## config.mk

```make
export PLATFORM = sky130hd
export DESIGN_NAME = reg_fifo
export DESIGN_NICKNAME = d
export VERILOG_FILES = /design/src/rtl/reg_fifo.sv
export SDC_FILE = /design/constraint.sdc
export NUM_CORES = 1
export LEC_CHECK = 0
export CAP_MARGIN = 10
export CORE_AREA = 2 2 39 41
export CTS_BUF_LIST = sky130_fd_sc_hd__clkbuf_4 sky130_fd_sc_hd__clkbuf_8
export CTS_CLUSTER_DIAMETER = 120
export DETAILED_ROUTE_END_ITERATION = 10
export DIE_AREA = 0 0 41 43
export HOLD_SLACK_MARGIN = 0.08
export MAX_ROUTING_LAYER = met4
export SYNTH_ARGS = -nofsm -noshare
export SYNTH_HDL_FRONTEND = slang
export SYNTH_SLANG_ARGS = --single-unit
```

## constraint.sdc

```tcl
create_clock -name CLK -period 2.4 [get_ports CLK]
set_input_delay 0.24 -clock CLK [delete_from_list [all_inputs] [get_ports CLK]]
set_output_delay 0.24 -clock CLK [all_outputs]
set_load 0.02 [all_outputs]
```

## src/rtl/reg_fifo.sv

```systemverilog
// reg_fifo: parametrised FIFO of DEPTH words of WIDTH bits.
// It replaces a single enabled state register wherever buffering is needed
// between a producer and a consumer. Full and empty come from an explicit
// occupancy count, not from comparing the pointers, so DEPTH can be any value
// from 1 to 1024. The design also has a synchronous clear and a sticky flag
// that records a dropped request.
//
// Handshake: IN_EN_ENQ and IN_EN_DEQ are requests. OUT_NOT_FULL and
// OUT_NOT_EMPTY play the role of ready and valid.
//   - A dequeue fires at a rising edge when IN_EN_DEQ=1 and the FIFO holds at
//     least one entry. A dequeue never bypasses a same-cycle enqueue.
//   - An enqueue fires when IN_EN_ENQ=1 and the FIFO is not full.
//   - With PIPELINED=1 an enqueue also fires at full when a dequeue fires in
//     the same cycle.
//   - A request that does not fire is dropped and sets OUT_ERR.
//   - IN_EN_CLEAR overrides both requests in its cycle.
// OUT_NOT_FULL, OUT_NOT_EMPTY, OUT_COUNT and OUT_ERR depend only on
// registered state.
module reg_fifo #(
    parameter int  WIDTH     = 1,
    parameter int  DEPTH     = 2,
    parameter bit  PIPELINED = 1'b1,
    // WIDTH==0 still builds a 1-bit datapath so the ports stay legal.
    localparam int DW        = (WIDTH == 0) ? 1 : WIDTH,
    localparam int CW        = $clog2(DEPTH + 1)
) (
    input  logic          CLK,
    input  logic          RST,
    input  logic [DW-1:0] IN_ENQ,
    input  logic          IN_EN_ENQ,
    output logic          OUT_NOT_FULL,
    output logic [DW-1:0] OUT_FIRST,
    input  logic          IN_EN_DEQ,
    output logic          OUT_NOT_EMPTY,
    input  logic          IN_EN_CLEAR,
    output logic [CW-1:0] OUT_COUNT,
    output logic          OUT_ERR
);

    // Pointer width; a one-entry FIFO still gets a 1-bit pointer that stays 0.
    localparam int            PW       = (DEPTH > 1) ? $clog2(DEPTH) : 1;
    localparam logic [CW-1:0] DEPTH_C  = CW'(DEPTH);
    localparam logic [PW-1:0] LAST_PTR = PW'(DEPTH - 1);

    logic [DW-1:0] mem [DEPTH];

    logic [PW-1:0] head_r;
    logic [PW-1:0] tail_r;
    logic [CW-1:0] count_r;
    logic          err_r;

    logic          not_full;
    logic          not_empty;
    logic          deq_fire;
    logic          enq_fire;
    logic          err_set;
    logic [PW-1:0] head_next;
    logic [PW-1:0] tail_next;
    logic [CW-1:0] count_next;

    // Advance a pointer with an explicit wrap at DEPTH-1. This does not
    // assume a power-of-two depth.
    function automatic logic [PW-1:0] ptr_inc(input logic [PW-1:0] p);
        return (p == LAST_PTR) ? '0 : p + PW'(1);
    endfunction

    // Status flags and fire conditions derived from the registered count.
    always_comb begin
        not_full  = (count_r != DEPTH_C);
        not_empty = (count_r != '0);
        deq_fire  = IN_EN_DEQ & not_empty;
        if (PIPELINED) begin
            enq_fire = IN_EN_ENQ & (not_full | deq_fire);
        end else begin
            enq_fire = IN_EN_ENQ & not_full;
        end
        err_set = (IN_EN_ENQ & ~enq_fire) | (IN_EN_DEQ & ~not_empty);
    end

    // Next pointer and occupancy values. The count is unchanged when both
    // requests fire.
    always_comb begin
        head_next  = deq_fire ? ptr_inc(head_r) : head_r;
        tail_next  = enq_fire ? ptr_inc(tail_r) : tail_r;
        count_next = count_r;
        case ({enq_fire, deq_fire})
            2'b10:   count_next = count_r + CW'(1);
            2'b01:   count_next = count_r - CW'(1);
            default: count_next = count_r;
        endcase
    end

    // Control state: pointers, count and the sticky error flag. Clear wins
    // over everything except reset.
    always_ff @(posedge CLK or posedge RST) begin
        if (RST) begin
            head_r  <= '0;
            tail_r  <= '0;
            count_r <= '0;
            err_r   <= 1'b0;
        end else if (IN_EN_CLEAR) begin
            head_r  <= '0;
            tail_r  <= '0;
            count_r <= '0;
            err_r   <= 1'b0;
        end else begin
            head_r  <= head_next;
            tail_r  <= tail_next;
            count_r <= count_next;
            err_r   <= err_r | err_set;
        end
    end

    // Storage write. The array is deliberately left without a reset, and a
    // clear suppresses the write.
    always_ff @(posedge CLK) begin
        if (enq_fire && !IN_EN_CLEAR) begin
            mem[tail_r] <= IN_ENQ;
        end
    end

    // Outputs. The head word is read combinationally from storage.
    always_comb begin
        OUT_NOT_FULL  = not_full;
        OUT_NOT_EMPTY = not_empty;
        OUT_COUNT     = count_r;
        OUT_ERR       = err_r;
        OUT_FIRST     = mem[head_r];
    end

endmodule

```

# Word-level counts from Yosys, hierarchy flattened

Memory sizes are Yosys's and may differ from the RTL's.
Index checks and enable logic that the tools add are counted.

RAM bits: 2
Logic and storage cells: 38
Memories kept: 1
Output and inout bits: 6
Input bits: 6
Flip-flop bits (word level): 5

Memories:

| memory | depth | width | read ports | clocked after Yosys merged registers in | wr ports | line | source |
|---|---|---|---|---|---|---|---|
| mem    | 2     | 1     | 1          | 0                                       | 1        | 45   | `logic [DW-1:0] mem [DEPTH];` |

Equality and inequality tests: 3
Add/sub/neg operators: 4
Reduce and logical (&&, ||, !) cells: 6
Mux-type cells: 11
Bitwise logic cells: 9

Operator list:

| cell                | count |
|---|---|
| $mux 1              | 9 |
| $reduce_bool 2->1   | 3 |
| $and 1x1->1         | 4 |
| $pmux 2 s2          | 1 |
| $or 1x1->1          | 3 |
| $reduce_bool 3->1   | 1 |
| $add 1x1->1 const B | 2 |
| $add 2x1->2 const B | 1 |
| $eq 2x1->1 const B  | 1 |
| $eq 2x2->1 const B  | 1 |
| $mux 2              | 1 |
| $ne 2x2->1 const B  | 1 |
| $not 1->1           | 2 |
| $sub 2x1->2 const B | 1 |
| $logic_and 1x1->1   | 1 |
| $logic_not 1->1     | 1 |

# Depth between registers and ports, before layout

Depth after elaboration: 9
Gate-level depth with buffers: 4

# Worst setup path before layout

No wires, ideal clock.

Kind: reg-to-reg
Start: register count_r[0], in the netlist OUT_COUNT[0]
End: memory mem[1] (netlist bit), enable pin
Period minus slack after synthesis: 1,348 ps
Setup slack: 1,052 ps
Cell stages (with the launch flop): 4
Setup time: 314 ps
Data arrival time: 1,033 ps
Path through: dfrtp_1 -> nand2b_4 -> o21ai_2 -> nor3b_1

RTL lines:

| element                      | line | source |
|---|---|---|
| start: declaration           | 49   | `logic [CW-1:0] count_r;` |
| start signal: assignment     | 109  | `count_r <= count_next;` |
| $ne 2x2->1                   | 69   | `not_full = (count_r != DEPTH_C);` |
| via OUT_NOT_FULL             | 31   | `output logic OUT_NOT_FULL,` |
| $or 1x1->1                   | 73   | `enq_fire = IN_EN_ENQ & (not_full \| deq_fire);` |
| $and 1x1->1                  | 73   |  |
| $logic_and 1x1->1            | 117  | `if (enq_fire && !IN_EN_CLEAR) begin` |
| $mux 1                       | 117  |  |
| $mux 1 (not written as such) | 118  | `mem[tail_r] <= IN_ENQ;` |
| end: declaration             | 45   |  |

The timed path passes the listed nets, and every way through them passes these cells.

# Worst setup path in the final report

Start: register count_r[1], in the netlist OUT_COUNT[1]
End: output OUT_NOT_EMPTY

Word-level cells in the longest chain between the ends: 1

Ends and longest elaborated chain:

| element           | line | source |
|---|---|---|
| $reduce_bool 2->1 | 70   | `not_empty = (count_r != '0);` |
| end: declaration  | 34   | `output logic OUT_NOT_EMPTY,` |

No other way between the ends.

==> tab_implementation.tex <==
\begin{tabular}{lr}
\hline
Metric & Value \\
\hline
\multicolumn{2}{l}{\textbf{STA}} \\
\quad Number of failing hold endpoints at the final stage & 0 \\
\quad Slew of the pin with the lowest slew margin & 0.318 ns \\
\quad Highest clock rate & 0.548 GHz \\
\quad Skew final & between 0.005 and 0.006 ns \\
\quad Final-report max-slew violation count & 0 \\
\quad Post-Route Setup TNS & 0 ns \\
\quad Final critical delay including setup and external delays & 1.82 ns \\
\quad Slew headroom & about four fifths \\
\quad Final setup viols & 0 \\
\quad Final worst-path cycle share & between 70\% and 80\% \\
\quad Setup repair after global routing missed its margin & false \\
\multicolumn{2}{l}{\textbf{Detailed routing}} \\
\quad DRC Markers & 0 \\
\quad Routed Wire Length & slightly below 700 um \\
\quad Violation count after the first detailed-routing iteration & 4 \\
\quad Remaining number of nets flagged by the antenna check after routing & 0 \\
\quad Via-per-instance ratio & 4.48 \\
\quad Routed length per instance & 10.5 um \\
\quad Count of vias placed by the detailed router & roughly 300 \\
\quad Detailed Routing Iterations Pass 1 & 4 \\
\multicolumn{2}{l}{\textbf{Logic synthesis}} \\
\quad Share of synthesized area occupied by flip-flops and latches & 47.3\% \\
\quad Mean instance size in the synthesized netlist & 10.9 um2 \\
\quad Post-Synthesis Cell Area & slightly below 400 um2 \\
\quad Post-Syn Nets & 42 \\
\quad Cell variety after synth & 22 \\
\quad Number of warnings printed during yosys synthesis & 0 \\
\quad Total of flip-flops plus latches after synthesis & 7 \\
\quad Mapped Cells & 36 \\
\multicolumn{2}{l}{\textbf{Clocking}} \\
\quad Register clock-pin slew on the reported worst setup and hold paths & 0.06 ns \\
\quad Buffers inserted by post-CTS timing repair & 0 \\
\quad Root cell of the clock tree & clkbuf\_4 \\
\quad \# clock sinks & 7 \\
\quad \# H-tree levels & 1 \\
\quad Source-to-sink clock delay at the later pin of the worst-skew pair & 0.25 ns \\
\quad CTS max path bufs & 2 \\
\quad Total clock buffers created by CTS & 3 \\
\quad Hold\_buf cts & 0 \\
\quad CTS tree & built \\
\quad Number of resized instances in the post-cts repair step & 0 \\
\multicolumn{2}{l}{\textbf{Final layout}} \\
\quad Antenna diode instance count & 0 \\
\quad Fillers & approximately 140 \\
\quad Layout area overhead & 39.0\% \\
\quad Total number of nets in the final design & between 50 and 60 \\
\quad Commonest non-fill, non-tap cell in the layout & clkdlybuf4s50\_1 \\
\quad Layout cells sized above 1 & 20.0\% \\
\quad Top library cells by usage in the layout, fill and taps aside & clkdlybuf4s50\_1, dfrtp\_1, clkbuf\_4 \\
\multicolumn{2}{l}{\textbf{Power}} \\
\quad Worst ir drop on vdd & 209 uV \\
\quad Pwr Density & 596 nW/um2 \\
\quad Total leakage power & 0.221 nW \\
\quad Design Power & between 0.3 and 0.4 mW \\
\multicolumn{2}{l}{\textbf{Setup path}} \\
\quad Worst Setup End Kind & output port \\
\quad Reg-to-reg endpoint & mem[1]\$\_DFFE\_PP\_ \\
\quad Critical Path AT & between 1.5 and 2 ns \\
\quad Nature of the critical path startpoint & flip-flop \\
\quad Number of cells on the worst reg-to-reg path & 3 \\
\quad Worst path required time & $\sim$2.2 ns \\
\quad Maximum fanout count along the critical path & 10 \\
\quad Classification of the worst setup path & reg -> out \\
\quad Setup slack of the most critical reg-to-reg path & about 1.1 ns \\
\quad Critical register-to-register path startpoint & OUT\_COUNT[0]\$\_DFFE\_PP0P\_ \\
\multicolumn{2}{l}{\textbf{Place}} \\
\quad Number of I/O port buffers & 11 \\
\quad Routability congestion estimate & between 0.5 and 0.6 \\
\quad Estimated wirelength of the detail-placed design & between 500 and 600 um \\
\multicolumn{2}{l}{\textbf{Die}} \\
\quad Floorplan Core Area & 1380 um2 \\
\quad Starting density of the core & between 20 and 30\% \\
\quad Die outline width & 41 um \\
\quad Number of placement rows & 14 \\
\quad Num ports & 12 \\
\quad Die Y & 43 um \\
\quad Die footprint & 1760 um2 \\
\multicolumn{2}{l}{\textbf{Flow run}} \\
\quad Number of max-cap violations & 0 \\
\multicolumn{2}{l}{\textbf{GRT}} \\
\quad Antenna violations before repair & 0 \\
\quad Grt ovf & 0 \\
\quad Maximum number of pins on one net before global-route repair & 11 \\
\quad First-pass GRT wire length & 1090 um \\
\quad Number of global-route vias before repair & around 260 \\
\quad All-layer global routing usage & between 10 and 15\% \\
\multicolumn{2}{l}{\textbf{Run status}} \\
\quad Status & finished, final reports clean \\
\multicolumn{2}{l}{\textbf{Min path}} \\
\quad Min-Delay Path Class & in -> async \\
\hline
\end{tabular}
-- worst max-delay path, stage by stage (launching register included) --
cell             delay (ns)
dfrtp_1                0.49
or2_2                  0.31
clkdlybuf4s50_1        0.53
-- logic make-up after synthesis --
logic type                share of synthesized area (%)
xor gates and xnor gates                           4.47
buffers and inverters                              3.84
muxes                                              11.8
AOI/OAI and AO/OA                                  11.8
and+or+nand+nor                                    20.8
DFF                                                47.3
-- cell usage after synthesis (all sizes together) --
cell type	instances	share of area (%)
or2	1	1.6
inv	2	1.9
nand2	1	0.96
a21oi	3	3.8
nor2b	2	3.2
nand3b	1	1.9
nor2	2	1.9
o21ba	1	2.6
o21a	1	1.9
nor3	2	2.6
buf	1	1.9
nor3b	1	1.9
mux2	2	6.7
mux2i	2	5.1
dfrtp	5	32
xor2	2	4.5
o21ai	2	3.5
nand2b	3	6.7
edfxtp	2	15
-- per-stage QoR --
step	instances	setup WS [ns]	util [%]	instance area, um2	hold slack, ns
2_1_floorplan	36	1.05	-	392	0.0185
3_3_place_gp	62	0.840	37.2	514	0.467
3_5_place_dp	62	0.846	37.2	514	0.460
4_1_cts	66	0.563	39.3	544	0.186
5_1_grt	66	0.511	39.3	544	0.220
6_report	66	0.575	39.3	544	0.184
-- power by group --
part / switching [mW] / total (mW) / leakage, nW / internal (mW)
sequential: 0.00801 / 0.139 / 0.0842 / 0.131
combinational: 0.0287 / 0.0658 / 0.118 / 0.0371
clock: 0.0446 / 0.119 / 0.0184 / 0.0748
total: 0.0813 / 0.324 / 0.221 / 0.243
-- registers in the layout, indices dropped and copies added, names as in the netlist --
name and count:
OUT_COUNT 2, mem 2, OUT_ERR 1, head_r 1, tail_r 1
-- per-layer routing --
layer  GRT usage, %  part of all wire, %
met1           11.5                   43
met2           13.1                   47
met3           6.28                  8.2
met4           6.00                  2.0
met5              -                    0
-- worst max path at each step --
stage	start	endpoint	slack [ns]
2_1_floorplan	OUT_COUNT[0]$_DFFE_PP0P_	mem[1]$_DFFE_PP_	1.05
6_report	OUT_COUNT[1]$_DFFE_PP0P_	OUT_NOT_EMPTY	0.58
3_5_place_dp	OUT_COUNT[1]$_DFFE_PP0P_	OUT_NOT_EMPTY	0.85
4_1_cts	OUT_COUNT[1]$_DFFE_PP0P_	OUT_NOT_EMPTY	0.56
3_3_place_gp	OUT_COUNT[1]$_DFFE_PP0P_	OUT_NOT_EMPTY	0.84
5_1_grt	OUT_COUNT[1]$_DFFE_PP0P_	OUT_NOT_EMPTY	0.51
-- final cells by class --
class | count | area [um2] | area share, %
well taps | 16 | 20.0 | 3.68
multi-input cells | 26 | 191 | 35.2
flip-flops and latches | 7 | 185 | 34.0
repair buffers | 11 | 110 | 20.2
inverters | 2 | 7.51 | 1.38
clock buffers | 4 | 30.0 | 5.52
No activity file was read; power rests on OpenSTA's default activity.
